--- config.mk ---
export PLATFORM = sky130hd
export DESIGN_NAME = spi_mem_arbiter_flat
export DESIGN_NICKNAME = d
export VERILOG_FILES = /design/src/rtl/mem_pkg.sv /design/src/rtl/spi_mem_arbiter_if.sv /design/src/rtl/rr_picker.sv /design/src/rtl/spi_mem_arbiter.sv /design/src/flat_wrapper.sv
export SDC_FILE = /design/constraint.sdc
export NUM_CORES = 1
export LEC_CHECK = 0
export BUFFER_PORTS_ARGS = -buffer_cell sky130_fd_sc_hd__buf_4
export CORE_AREA = 2 2 126 128
export CTS_BUF_LIST = sky130_fd_sc_hd__clkbuf_4
export DETAILED_ROUTE_END_ITERATION = 10
export DIE_AREA = 0 0 128 130
export GPL_TIMING_DRIVEN = 0
export PLACE_DENSITY = 0.66
export RECOVER_POWER = 50
export SYNTH_ARGS = -nofsm -noshare
export SYNTH_HDL_FRONTEND = slang
export SYNTH_SLANG_ARGS = --single-unit
--- constraint.sdc ---
create_clock -name clk -period 1.75 [get_ports clk]
set_input_delay 0.35 -clock clk [delete_from_list [all_inputs] [get_ports clk]]
set_output_delay 0.35 -clock clk [all_outputs]
set_load 0.005 [all_outputs]
--- src/rtl/mem_pkg.sv ---
// Shared types and constants for the SPI memory arbiter slice.
package mem_pkg;

  typedef enum logic [1:0] {
    IDLE,
    BUSY,
    RELEASE
  } arb_state_t;

  localparam int REQ_FETCH = 0;
  localparam int REQ_LSU   = 1;
  localparam int REQ_DBG   = 2;

  localparam int ADDR_W   = 25;
  localparam int DATA_W   = 32;
  localparam int NBYTES_W = 3;

  localparam logic [NBYTES_W-1:0] NBYTES_1 = 3'd1;
  localparam logic [NBYTES_W-1:0] NBYTES_2 = 3'd2;
  localparam logic [NBYTES_W-1:0] NBYTES_4 = 3'd4;

  // Index of the set bit in a one-hot vector of up to four requesters.
  function automatic logic [1:0] onehot_to_idx(input logic [3:0] oh);
    logic [1:0] idx;
    idx = 2'd0;
    for (int i = 0; i < 4; i++) begin
      if (oh[i]) idx = 2'(i);
    end
    return idx;
  endfunction

endpackage

--- src/rtl/spi_mem_arbiter_if.sv ---
// Requester-side and engine-side signals of the arbiter; master = arbiter, slave = its environment.
interface spi_mem_arbiter_if
  import mem_pkg::*;
#(
  parameter int N_REQ = 3
) ();

  logic [N_REQ-1:0]               req;
  logic [N_REQ-1:0]               req_we;
  logic [N_REQ-1:0][ADDR_W-1:0]   req_addr;
  logic [N_REQ-1:0][NBYTES_W-1:0] req_nbytes;
  logic [N_REQ-1:0][DATA_W-1:0]   req_wdata;
  logic [N_REQ-1:0]               gnt;
  logic [N_REQ-1:0]               done;
  logic [N_REQ-1:0]               err;
  logic [DATA_W-1:0]              rdata;

  logic                           mem_start;
  logic                           mem_we;
  logic [ADDR_W-1:0]              mem_addr;
  logic [NBYTES_W-1:0]            mem_nbytes;
  logic [DATA_W-1:0]              mem_wdata;
  logic                           mem_done;
  logic [DATA_W-1:0]              mem_rdata;

  modport master (
    input  req, req_we, req_addr, req_nbytes, req_wdata, mem_done, mem_rdata,
    output gnt, done, err, rdata, mem_start, mem_we, mem_addr, mem_nbytes, mem_wdata
  );

  modport slave (
    output req, req_we, req_addr, req_nbytes, req_wdata, mem_done, mem_rdata,
    input  gnt, done, err, rdata, mem_start, mem_we, mem_addr, mem_nbytes, mem_wdata
  );

endinterface

--- src/rtl/rr_picker.sv ---
// Combinational winner selection: round-robin from ptr_i, or fixed lowest-index priority.
module rr_picker #(
  parameter int N       = 3,
  parameter bit RR_MODE = 1'b1,
  localparam int PTR_W  = $clog2(N)
) (
  input  logic [N-1:0]     req_i,
  input  logic [PTR_W-1:0] ptr_i,
  output logic [N-1:0]     win_o,
  output logic             any_o
);

  logic [PTR_W-1:0] base;
  logic [N-1:0]     rot;
  logic [N-1:0]     pick;
  logic [2*N-1:0]   win_dbl;

  assign base = RR_MODE ? ptr_i : '0;

  // Rotate so the search start sits at bit 0, isolate the lowest set bit, rotate back.
  assign rot     = N'({req_i, req_i} >> base);
  assign pick    = rot & (~rot + N'(1));
  assign win_dbl = {{N{1'b0}}, pick} << base;
  assign win_o   = win_dbl[N-1:0] | win_dbl[2*N-1:N];
  assign any_o   = |req_i;

endmodule

--- src/rtl/spi_mem_arbiter.sv ---
// Shares one SPI memory engine between N_REQ requesters through a start/done handshake.
module spi_mem_arbiter
  import mem_pkg::*;
#(
  parameter int N_REQ       = 3,
  parameter int RR_MODE     = 1,
  parameter int TIMEOUT_CYC = 4095
) (
  input logic               clk,
  input logic               rst_n,
  spi_mem_arbiter_if.master bus
);

  localparam int PTR_W = $clog2(N_REQ);
  localparam int CNT_W = (TIMEOUT_CYC > 1) ? $clog2(TIMEOUT_CYC) : 1;

  arb_state_t          state_q;
  logic [N_REQ-1:0]    req_q;
  logic [N_REQ-1:0]    req_live;
  logic [N_REQ-1:0]    win;
  logic                any_req;
  logic [PTR_W-1:0]    win_idx;
  logic [PTR_W-1:0]    ptr_q;
  logic [PTR_W-1:0]    ptr_d;
  logic [N_REQ-1:0]    gnt_q;
  logic [N_REQ-1:0]    done_q;
  logic [N_REQ-1:0]    err_q;
  logic                start_q;
  logic                we_q;
  logic [ADDR_W-1:0]   addr_q;
  logic [NBYTES_W-1:0] nbytes_q;
  logic [DATA_W-1:0]   wdata_q;
  logic [DATA_W-1:0]   rdata_q;
  logic [CNT_W-1:0]    cnt_q;
  logic                timeout_hit;

  // A request must be seen on two consecutive edges; one that drops in between is forgotten.
  assign req_live = req_q & bus.req;

  rr_picker #(
    .N       (N_REQ),
    .RR_MODE (RR_MODE != 0)
  ) u_picker (
    .req_i (req_live),
    .ptr_i (ptr_q),
    .win_o (win),
    .any_o (any_req)
  );

  assign win_idx     = PTR_W'(onehot_to_idx(4'(win)));
  assign ptr_d       = (win_idx == PTR_W'(N_REQ - 1)) ? '0 : win_idx + PTR_W'(1);
  assign timeout_hit = (TIMEOUT_CYC != 0) && (cnt_q == CNT_W'(TIMEOUT_CYC - 1));

  // NOTE: every register here is state, so only non-blocking assignments are used; a blocking
  // write would make later reads in the same block see the new value and break the pipeline.
  always_ff @(posedge clk) begin
    if (!rst_n) begin
      state_q  <= IDLE;
      req_q    <= '0;
      ptr_q    <= '0;
      gnt_q    <= '0;
      done_q   <= '0;
      err_q    <= '0;
      start_q  <= 1'b0;
      we_q     <= 1'b0;
      addr_q   <= '0;
      nbytes_q <= '0;
      wdata_q  <= '0;
      rdata_q  <= '0;
      cnt_q    <= '0;
    end else begin
      req_q  <= bus.req;
      done_q <= '0;
      err_q  <= '0;
      case (state_q)
        IDLE: begin
          if (any_req && !bus.mem_done) begin
            state_q  <= BUSY;
            gnt_q    <= win;
            start_q  <= 1'b1;
            we_q     <= bus.req_we[win_idx];
            addr_q   <= bus.req_addr[win_idx];
            nbytes_q <= bus.req_nbytes[win_idx];
            wdata_q  <= bus.req_wdata[win_idx];
            ptr_q    <= ptr_d;
            cnt_q    <= '0;
          end
        end
        BUSY: begin
          // Completion is checked before the timeout so a coincident done is never reported as err.
          if (bus.mem_done) begin
            if (!we_q) rdata_q <= bus.mem_rdata;
            done_q  <= gnt_q;
            gnt_q   <= '0;
            start_q <= 1'b0;
            state_q <= RELEASE;
          end else if (timeout_hit) begin
            err_q   <= gnt_q;
            gnt_q   <= '0;
            start_q <= 1'b0;
            state_q <= RELEASE;
          end else begin
            cnt_q <= cnt_q + CNT_W'(1);
          end
        end
        RELEASE: begin
          if (!bus.mem_done) state_q <= IDLE;
        end
        default: state_q <= IDLE;
      endcase
    end
  end

  assign bus.gnt        = gnt_q;
  assign bus.done       = done_q;
  assign bus.err        = err_q;
  assign bus.rdata      = rdata_q;
  assign bus.mem_start  = start_q;
  assign bus.mem_we     = we_q;
  assign bus.mem_addr   = addr_q;
  assign bus.mem_nbytes = nbytes_q;
  assign bus.mem_wdata  = wdata_q;

endmodule

--- src/flat_wrapper.sv ---
// flat-port wrapper written by rule: the top's interface ports become plain ports
module spi_mem_arbiter_flat import mem_pkg::*;
#(
  parameter int N_REQ       = 3,
  parameter int RR_MODE     = 1,
  parameter int TIMEOUT_CYC = 4095
)
  (clk, rst_n, bus_req, bus_req_we, bus_req_addr, bus_req_nbytes, bus_req_wdata, bus_mem_done, bus_mem_rdata, bus_gnt, bus_done, bus_err, bus_rdata, bus_mem_start, bus_mem_we, bus_mem_addr, bus_mem_nbytes, bus_mem_wdata);
  spi_mem_arbiter_if #(.N_REQ(N_REQ)) bus_i ();
  input logic clk;
  input logic rst_n;
  input wire logic [$bits(bus_i.req)-1:0] bus_req;
  input wire logic [$bits(bus_i.req_we)-1:0] bus_req_we;
  input wire logic [$bits(bus_i.req_addr)-1:0] bus_req_addr;
  input wire logic [$bits(bus_i.req_nbytes)-1:0] bus_req_nbytes;
  input wire logic [$bits(bus_i.req_wdata)-1:0] bus_req_wdata;
  input wire logic [$bits(bus_i.mem_done)-1:0] bus_mem_done;
  input wire logic [$bits(bus_i.mem_rdata)-1:0] bus_mem_rdata;
  output wire logic [$bits(bus_i.gnt)-1:0] bus_gnt;
  output wire logic [$bits(bus_i.done)-1:0] bus_done;
  output wire logic [$bits(bus_i.err)-1:0] bus_err;
  output wire logic [$bits(bus_i.rdata)-1:0] bus_rdata;
  output wire logic [$bits(bus_i.mem_start)-1:0] bus_mem_start;
  output wire logic [$bits(bus_i.mem_we)-1:0] bus_mem_we;
  output wire logic [$bits(bus_i.mem_addr)-1:0] bus_mem_addr;
  output wire logic [$bits(bus_i.mem_nbytes)-1:0] bus_mem_nbytes;
  output wire logic [$bits(bus_i.mem_wdata)-1:0] bus_mem_wdata;
  assign bus_i.req = bus_req;
  assign bus_i.req_we = bus_req_we;
  assign bus_i.req_addr = bus_req_addr;
  assign bus_i.req_nbytes = bus_req_nbytes;
  assign bus_i.req_wdata = bus_req_wdata;
  assign bus_i.mem_done = bus_mem_done;
  assign bus_i.mem_rdata = bus_mem_rdata;
  assign bus_gnt = bus_i.gnt;
  assign bus_done = bus_i.done;
  assign bus_err = bus_i.err;
  assign bus_rdata = bus_i.rdata;
  assign bus_mem_start = bus_i.mem_start;
  assign bus_mem_we = bus_i.mem_we;
  assign bus_mem_addr = bus_i.mem_addr;
  assign bus_mem_nbytes = bus_i.mem_nbytes;
  assign bus_mem_wdata = bus_i.mem_wdata;
  spi_mem_arbiter #(.N_REQ(N_REQ), .RR_MODE(RR_MODE), .TIMEOUT_CYC(TIMEOUT_CYC)) u_core (.clk(clk), .rst_n(rst_n), .bus(bus_i));
endmodule
==> results of run 1 <==
-- cell type report --
cell class	instances	share of cell area, %
Sequential cell	122	28.5
Inverter	6	0.262
Clock inverter	15	1.83
Timing Repair Buffer	337	28.5
Clock buffer	17	1.48
Tap cell	192	2.79
Buffer	61	4.00
Multi-Input combinational cell	454	32.6
Antenna cell	1	0.0291
-- worst min-delay path by stage --
stage | startpoint | cells after the start | end | slack [ns]
floorplan | u_core.cnt_q[10]$_SDFFE_PN0P_ | 2 | u_core.cnt_q[10]$_SDFFE_PN0P_ | 0.45
global placement | u_core.bus.rdata[30]$_SDFFE_PN0P_ | 2 | u_core.bus.rdata[30]$_SDFFE_PN0P_ | 0.45
detailed placement | u_core.bus.rdata[17]$_SDFFE_PN0P_ | 2 | u_core.bus.rdata[17]$_SDFFE_PN0P_ | 0.46
CTS | bus_mem_rdata[11] | 3 | u_core.bus.rdata[11]$_SDFFE_PN0P_ | 0.006
global route | bus_req_addr[41] | 3 | u_core.bus.mem_addr[16]$_SDFFE_PN0P_ | 0.005
finish | bus_mem_rdata[11] | 3 | u_core.bus.rdata[11]$_SDFFE_PN0P_ | 0.05
-- report_power, final --
group | switching [W] | internal (W)
sequential | 0.0000863 | 0.00291
clock | 0.00112 | 0.000963
combinational | 0.000557 | 0.000663
-- worst register-to-register path, cell delays in order (launching register included) --
cell,delay [ns]
dfxtp_2,0.37
a222oi_1,0.11
buf_4,0.17
a2111o_1,0.51
or4_4,0.55
a21oi_2,0.14
-- state kept, by name, summed over array words and instances (netlist names), 12 cells and up --
name and flops:
u_core.bus.mem_wdata 32, u_core.bus.rdata 32, u_core.bus.mem_addr 25, u_core.cnt_q 12
-- stage by stage --
step	total power (W)	instance area, sq um	std cells
3_3_place_gp	0.00422	8040	1158
4_1_cts	0.00634	8540	1198
3_5_place_dp	0.00423	8040	1158
6_report	0.00630	8610	1205
2_1_floorplan	0.00346	5390	644
5_1_grt	0.00659	8610	1205
-- layer usage --
metal	wire [microns]	vias to the layer above	share of wire, %
met5	0	-	0
met4	447	0	2.0
met3	1770	31	7.8
met2	11000	279	49
met1	9460	2985	42
li1	-	3144	-
-- placed cells by master, fill, tap and decap left out, types with 3 or more instances in the layout --
cell / count
a21oi_2: 5
a2111o_1: 3
and2_0: 3
a31oi_1: 61
buf_4: 235
o31ai_1: 6
buf_6: 10
a32oi_1: 61
clkinv_1: 4
or4_4: 6
and2_1: 9
a21boi_0: 36
buf_2: 7
clkbuf_1: 40
clkbuf_2: 26
nand3_1: 5
o21ai_1: 9
o21ai_0: 60
dfxtp_1: 114
a21oi_1: 7
or3_1: 3
nand2_1: 136
clkinv_2: 4
or4_1: 5
clkbuf_4: 94
dfxtp_2: 7
nand4_1: 4
bufinv_16: 3
inv_1: 5
o31ai_2: 3
-- cells by family (layout without fill, tap and decap cells) --
kind of cell / count (synthesis) / after routing / share of synthesized area, %
AOI/OAI and AO/OA: 260 / 261 / 33.0
and+or+nand+nor: 191 / 191 / 16.2
DFF: 122 / 122 / 45.4
buffers and inverters: 69 / 436 / 4.91
adders and majority gates: 2 / 2 / 0.465
other: 0 / 1 / 0
-- repair_timing --
item / 4_1_cts / 5_1_grt
gates resized for setup: 63 / 68
setup endpoints to repair: 113 / 112
buffers inserted: 8 / 4
hold buffers: 1 / 1
pin swaps: 11 / 13
gates cloned: 1 / 1
hold endpoints to repair: 1 / 1
==> results by group, run 1 <==
Place
  – Final RePlAce weighted congestion: 0.882
  – Detail Placement HPWL: 16800 microns
  – Place WS: -0.567 ns
  – IO buf count: 322

Clocking
  – Clock tree buffer depth: 2
  – CTS H-tree lvls: 4
  – CTS Sinks: 122
  – Clock Latency Late Sink: 0.54 ns
  – CTS Root Cell: clkbuf_4
  – Total CTS buffers: 17
  – CTS tree: done
  – Clock Pin Slew Worst Setup and Hold Paths: 0.12 ns

Critical path
  – Slowest-stage cell, CP: or4_4
  – Worst path max stage delay: 0.55 ns
  – R2r setup slk: -0.17 ns
  – Buf/Inv on CP: 1
  – Worst r2r path cells: 5
  – Arrival @ worst endpoint: 2.38 ns
  – Crit path launch type: register
  – Levels on crit path: 5
  – Worst Path Required: 2.22 ns
  – CP max FO: 6
  – Critical Path Sink: u_core.cnt_q[7]$_SDFFE_PN0P_
  – Critical Path Start: u_core.req_q[1]$_SDFF_PN0_
  – RR Startpoint: u_core.req_q[1]$_SDFF_PN0_
  – Crit-path cells: a222oi_1 -> buf_4 -> a2111o_1 -> or4_4 -> a21oi_2
  – CP Capture Type: register
  – Setup CP Type: reg2reg
  – Crit-path leading delay family: compound AO/OA/AOI/OAI gates
  – Critical register-to-register path endpoint: u_core.cnt_q[7]$_SDFFE_PN0P_

STA
  – Worst-Margin Slew: 0.672 ns
  – Final setup viols: 12
  – Min Tclk post-route: 1.92 ns
  – Final Max Tran Viols: 0
  – Fmax: 0.522 GHz
  – Relative slew slack: 55.2%
  – RSZ-0062 raised after global routing: true
  – Setup_tns: -0.605 ns
  – Final hold viol count: 0
  – Minimum hold slack: 0.0518 ns
  – Max Clock Skew: 0.0111 ns
  – Setup slack after layout: -0.165 ns
  – Period utilisation layout: 109%

Die
  – Die Y: 130 microns
  – Die footprint: 0.0166 sq mm
  – Width of the die: 128 microns
  – Starting density of the core: 34.9%
  – Total core area: 0.0154 sq mm
  – Num rows: 46
  – IO Count: 324

Synth
  – Synth top area cells: dfxtp_1 (45%), a32oi_1 (9.9%), nand2_1 (9.5%)
  – Post-synth top area share: 45.4%
  – Synth cell types: 39
  – Post-synth EDFFs: 0
  – Mean Syn Cell Area: 8.35 sq um
  – Yosys warns: 0
  – Syn_nets: 867
  – Seq/Total Area, Yosys: 45.4%
  – Top cells by count, synth: nand2_1 (136), dfxtp_1 (122), o21ai_0 (69)
  – Most frequent cell after synthesis: nand2_1
  – Asr flop ratio synth: 0%
  – Register bit total from synthesis: 122
  – Cell count after synthesis: 644
  – Synth area leader: dfxtp_1
  – Ys flop type: dfxtp_1
  – Mapped Area: 0.00538 sq mm

Global routing
  – Initial antenna violation count: 1
  – Vias in the first global route: 6087
  – GR peak layer: met2
  – GRT Util Overall: 26.1%
  – Met3 GRT Util: 8.24%
  – GR Layer Usage met1: 32.0%
  – Largest net degree at the start of global routing: 17
  – Grt ovf: 0
  – Met2 GRT Util: 43.2%
  – Global-route wire length before repair: 33400 microns

Layout
  – Area grow syn2layout: 60.0%
  – Sequential Area: 0.00245 sq mm
  – Layout net count: 1222
  – Area of the multi-input gates: 0.00281 sq mm
  – Layout cells sized above 1: 41.2%
  – Layout fillers: 1566
  – Finished Core Util: 55.8%

Route
  – TritonRoute pass-1 iters: 5
  – WL/cell: 18.9 microns
  – Final Routed Wirelength: 22700 microns
  – Detailed-route DRC error count: 0
  – Vias: 6439
  – Iteration-0 DRC Markers: 309
  – Post-DRT Antenna Nets: 0
  – Detailed-route vias per instance: 5.34

Hold path
  – Hold Path Class: in2reg

Pwr
  – Static Leak: 3.52 nW
  – Peak VDD IR: 0.000452 V
  – Pwr dens: 732 mW/mm^2

Run status
  – Failing checks: setup timing
  – Outcome: finished, violations left

Run
  – Max-cap violations: 0
(Power assumes the default switching activity.)
==> run 2: changes to the inputs <==
--- a/config.mk
+++ b/config.mk
@@ -5,14 +5,15 @@
 export SDC_FILE = /design/constraint.sdc
 export NUM_CORES = 1
 export LEC_CHECK = 0
+export ABC_AREA = 1
 export BUFFER_PORTS_ARGS = -buffer_cell sky130_fd_sc_hd__buf_4
-export CORE_AREA = 2 2 126 128
+export CORE_UTILIZATION = 36
 export CTS_BUF_LIST = sky130_fd_sc_hd__clkbuf_4
 export DETAILED_ROUTE_END_ITERATION = 10
-export DIE_AREA = 0 0 128 130
 export GPL_TIMING_DRIVEN = 0
-export PLACE_DENSITY = 0.66
+export PLACE_DENSITY = 0.64
 export RECOVER_POWER = 50
+export REMOVE_ABC_BUFFERS = 1
 export SYNTH_ARGS = -nofsm -noshare
 export SYNTH_HDL_FRONTEND = slang
 export SYNTH_SLANG_ARGS = --single-unit
==> constraint.sdc (replaced) <==
create_clock -name clk -period 1.65 [get_ports clk]
set_input_delay 0.33 -clock clk [delete_from_list [all_inputs] [get_ports clk]]
set_output_delay 0.33 -clock clk [all_outputs]
set_load 0.005 [all_outputs]
==> run 2 against run 1 <==
The run still ends with setup timing left. Global-route usage rose by 2.1 points. Cell count rose by 32%. Combinational power increased by 57%. Design area rose by 27%. Register-to-register slack got worse by 0.10 ns. Non-clock buffer count rose by 15. First-iteration DRC count increased by 58%. Area after synthesis up 17%. Worst setup slack worse by 0.10 ns. Power rose by 19%. Sequential power rose by 5%. Largest cell class unchanged. Highest routed layer unchanged.
==> results by group, run 2 <==
Critical path
  – Worst path max stage delay: 0.44 ns (was 0.55 ns)
  – Crit path launch type: register (unchanged)
  – Crit-path cells: nand3_2 -> nand3_4 -> nand2_4 -> nand3_4 -> buf_4 -> nand2_4 -> nand2_8 -> nand2_8 -> buf_8 -> nand2_8 -> nor2_1 -> nor2_1 -> nor2_1 (was a222oi_1 -> buf_4 -> a2111o_1 -> or4_4 -> a21oi_2)
  – Setup CP Type: reg2reg (unchanged)
  – CP max FO: 7 (was 6)
  – Critical Path Start: u_core.ptr_q[0]$_SDFFE_PN0P_ (was u_core.req_q[1]$_SDFF_PN0_)
  – Crit-path leading delay family: simple AND/OR/NAND/NOR gates (was compound AO/OA/AOI/OAI gates)
  – Levels on crit path: 13 (was 5)
  – Slowest-stage cell, CP: dfxtp_4 (was or4_4)
  – RR Startpoint: u_core.ptr_q[0]$_SDFFE_PN0P_ (was u_core.req_q[1]$_SDFF_PN0_)
  – Worst Path Required: 2.05 ns (was 2.22 ns)
  – CP Capture Type: register (unchanged)
  – Critical Path Sink: u_core.bus.mem_addr[16]$_SDFFE_PN0P_ (was u_core.cnt_q[7]$_SDFFE_PN0P_)
  – Worst r2r path cells: 13 (was 5)
  – R2r setup slk: -0.27 ns (was -0.17 ns)
  – Critical register-to-register path endpoint: u_core.bus.mem_addr[16]$_SDFFE_PN0P_ (was u_core.cnt_q[7]$_SDFFE_PN0P_)
  – Buf/Inv on CP: 2 (was 1)
  – Arrival @ worst endpoint: 2.31 ns (was 2.38 ns)

STA
  – Period utilisation layout: 116% (was 109%)
  – Final hold viol count: 0 (unchanged)
  – Final Max Tran Viols: 0 (unchanged)
  – Max Clock Skew: 0.0179 ns (was 0.0111 ns)
  – Final setup viols: 100 (was 12)
  – Fmax: 0.522 GHz (about the same)
  – RSZ-0062 raised after global routing: true (unchanged)
  – Min Tclk post-route: 1.92 ns (about the same)
  – Relative slew slack: 32.3% (was 55.2%)
  – Minimum hold slack: 0.0612 ns (was 0.0518 ns)
  – Setup slack after layout: -0.265 ns (was -0.165 ns)
  – Worst-Margin Slew: 1.01 ns (was 0.672 ns)

Die
  – Width of the die: 134 microns (was 128 microns)
  – Die footprint: 0.0181 sq mm (was 0.0166 sq mm)
  – IO Count: 324 (unchanged)
  – Starting density of the core: 36.6% (was 34.9%)
  – Total core area: 0.0172 sq mm (was 0.0154 sq mm)
  – Die Y: 134 microns (was 130 microns)
  – Num rows: 48 (was 46)

Synth
  – Synth cell types: 34 (was 39)
  – Post-synth top area share: 38.7% (was 45.4%)
  – Mean Syn Cell Area: 6.60 sq um (was 8.35 sq um)
  – Asr flop ratio synth: 0% (unchanged)
  – Mapped Area: 0.00631 sq mm (was 0.00538 sq mm)
  – Most frequent cell after synthesis: nor2_1 (was nand2_1)
  – Seq/Total Area, Yosys: 38.7% (was 45.4%)
  – Ys flop type: dfxtp_1 (unchanged)
  – Top cells by count, synth: nor2_1 (211), nand2_1 (198), dfxtp_1 (122) (was nand2_1 (136), dfxtp_1 (122), o21ai_0 (69))
  – Post-synth EDFFs: 0 (unchanged)
  – Synth top area cells: dfxtp_1 (39%), nor2_1 (13%), nand2_1 (12%) (was dfxtp_1 (45%), a32oi_1 (9.9%), nand2_1 (9.5%))
  – Register bit total from synthesis: 122 (unchanged)
  – Synth area leader: dfxtp_1 (unchanged)
  – Yosys warns: 0 (unchanged)
  – Cell count after synthesis: 957 (was 644)

Run status
  – Outcome: finished, violations left (unchanged)
  – Failing checks: setup timing (unchanged)

Layout
  – Post-route insts no fill: 1596 (was 1205)
  – Area grow syn2layout: 73.3% (was 60.0%)
  – Most common cell after layout, fill and taps aside: buf_4 (unchanged)
  – Most frequent cells in the layout: buf_4 (288), nor2_1 (189), nand2_1 (170), dfxtp_1 (115), inv_1 (87) (was buf_4 (235), nand2_1 (136), dfxtp_1 (114), clkbuf_4 (94))
  – Sequential Area: 0.00246 sq mm (was 0.00245 sq mm)
  – Ant. Diodes: 0 (was 1)
  – Area of the multi-input gates: 0.00412 sq mm (was 0.00281 sq mm)
  – Layout fillers: 1577 (was 1566)
  – Layout cells sized above 1: 39.8% (was 41.2%)
  – Layout net count: 1581 (was 1222)
  – Final Cell Area: 0.0109 sq mm (was 0.00861 sq mm)

Clocking
  – Clock Pin Slew Worst Setup and Hold Paths: 0.12 ns (about the same)
  – CTS H-tree lvls: 4 (unchanged)
  – CTS tree: done (unchanged)
  – CTS Root Cell: clkbuf_4 (unchanged)
  – CTS Sinks: 122 (unchanged)
  – Clock tree buffer depth: 2 (unchanged)
  – Total CTS buffers: 17 (unchanged)
  – Clock Latency Late Sink: 0.54 ns (about the same)

Route
  – Met2 WL: 12900 microns (was 11000 microns)
  – Detailed-route DRC error count: 0 (unchanged)
  – Final Routed Wirelength: 26800 microns (was 22700 microns)
  – Routed wl met3: 1990 microns (was 1770 microns)
  – Metal-1 WL: 11000 microns (was 9460 microns)
  – Top layer in use: met4 (unchanged)
  – Post-DRT Antenna Nets: 0 (unchanged)
  – TritonRoute pass-1 iters: 4 (was 5)
  – WL/cell: 16.8 microns (was 18.9 microns)
  – Vias: 7851 (was 6439)
  – Detailed-route vias per instance: 4.92 (was 5.34)
  – Iteration-0 DRC Markers: 489 (was 309)

Global routing
  – Initial antenna violation count: 0 (was 1)
  – GRT Util Overall: 28.1% (was 26.1%)
  – Global-route wire length before repair: 39000 microns (was 33400 microns)
  – Vias in the first global route: 7262 (was 6087)
  – Largest net degree at the start of global routing: 83 (was 17)
  – Grt ovf: 0 (unchanged)

Place
  – Detail Placement HPWL: 13900 microns (was 16800 microns)
  – Dpl cell area: 0.00871 sq mm (was 0.00804 sq mm)
  – Final RePlAce weighted congestion: 0.820 (was 0.882)
  – IO buf count: 323 (was 322)
  – Cells after DPL: 1449 (was 1158)

Hold path
  – Worst hold path depth: 3 (unchanged)
  – Hold Path Class: in2reg (unchanged)

Pwr
  – Pwr dens: 684 mW/mm^2 (was 732 mW/mm^2)
  – Total power: 0.00749 W (was 0.00630 W)
  – Static Leak: 5.30 nW (was 3.52 nW)
  – Peak VDD IR: 0.000465 V (was 0.000452 V)

Run
  – Max-cap violations: 0 (unchanged)
run 2: cell types whose count changed in the layout (fill, tap and decap cells not counted), moves of 30 or more:
cell | before | now
a32oi_1 | 61 | 0
clkbuf_4 | 94 | 62
buf_4 | 235 | 288
a21boi_0 | 36 | 0
a21oi_1 | 7 | 37
inv_1 | 5 | 87
nor2_1 | 2 | 189
nand2_1 | 136 | 170
dlygate4sd3_1 | 2 | 34
nand3_1 | 5 | 58
a31oi_1 | 61 | 0
run 2: cell type report:
type | count | share of cell area [%]
inverters | 95 | 3.74
well taps | 225 | 2.57
flip-flops and latches | 122 | 22.5
multi-input cells | 706 | 37.6
repair buffers | 413 | 30.5
clock buffers | 18 | 1.23
clock inverters | 14 | 1.62
repair inverters | 3 | 0.251
run 2: per-layer routing:
| metal | vias to the layer above | GRT usage, % |
|---|---|---|
| li1 | 3870 | - |
| met2 | 321 | 47.8 |
| met5 | - | 0 |
| met3 | 62 | 6.50 |
| met1 | 3598 | 33.6 |
| met4 | 0 | 13.0 |
run 2: where the power goes:
part	switching, W	leakage (nW)	total (W)	internal [W]
clock	0.00121	0.161	0.00241	0.00120
combinational	0.000977	4.14	0.00192	0.000941
sequential	0.0000811	0.996	0.00316	0.00308
run 2: logic make-up after synthesis:
logic type,after synthesis,share of synthesized area [%]
adders and majority gates,2,0.396
AOI/OAI and AO/OA,158,14.0
buffers and inverters,152,11.2
and+or+nand+nor,518,35.0
xor gates and xnor gates,5,0.693
DFF,122,38.7
run 2: worst min-delay path by stage:
stage,from,to,slack [ns]
5_1_grt,bus_mem_rdata[24],u_core.bus.rdata[24]$_SDFFE_PN0P_,0.02
3_5_place_dp,u_core.bus.mem_start$_SDFFE_PN0P_,u_core.bus.mem_start$_SDFFE_PN0P_,0.46
3_3_place_gp,u_core.bus.mem_start$_SDFFE_PN0P_,u_core.bus.mem_start$_SDFFE_PN0P_,0.46
2_1_floorplan,bus_req[0],u_core.req_q[0]$_SDFF_PN0_,0.42
4_1_cts,bus_mem_rdata[24],u_core.bus.rdata[24]$_SDFFE_PN0P_,0.01
6_report,bus_mem_rdata[24],u_core.bus.rdata[24]$_SDFFE_PN0P_,0.06
run 2: tightest hold or removal path, cell delays in order:
cell,delay [ns]
buf_4,0.08
nor2_1,0.04
nor2_1,0.11
run 2: timing repair:
action / 4_1_cts / 5_1_grt
pin swaps: 17 / 38
cloned: 16 / 11
buffers inserted: 38 / 16
endpoints found under the hold margin: 34 / 0
endpoints found under the setup margin: 112 / 109
gates resized for setup: 97 / 81
hold buffers: 34 / 0
run 2: through the flow:
step           setup WS (ns)  util [%]  setup TNS, ns
2_1_floorplan          -1.99         -        -162.96
3_3_place_gp           -4.25      50.4        -369.56
3_5_place_dp           -2.38      50.5        -144.38
4_1_cts               -0.114      60.3          -5.05
5_1_grt               -0.369      63.5         -23.58
6_report              -0.265      63.5         -13.29
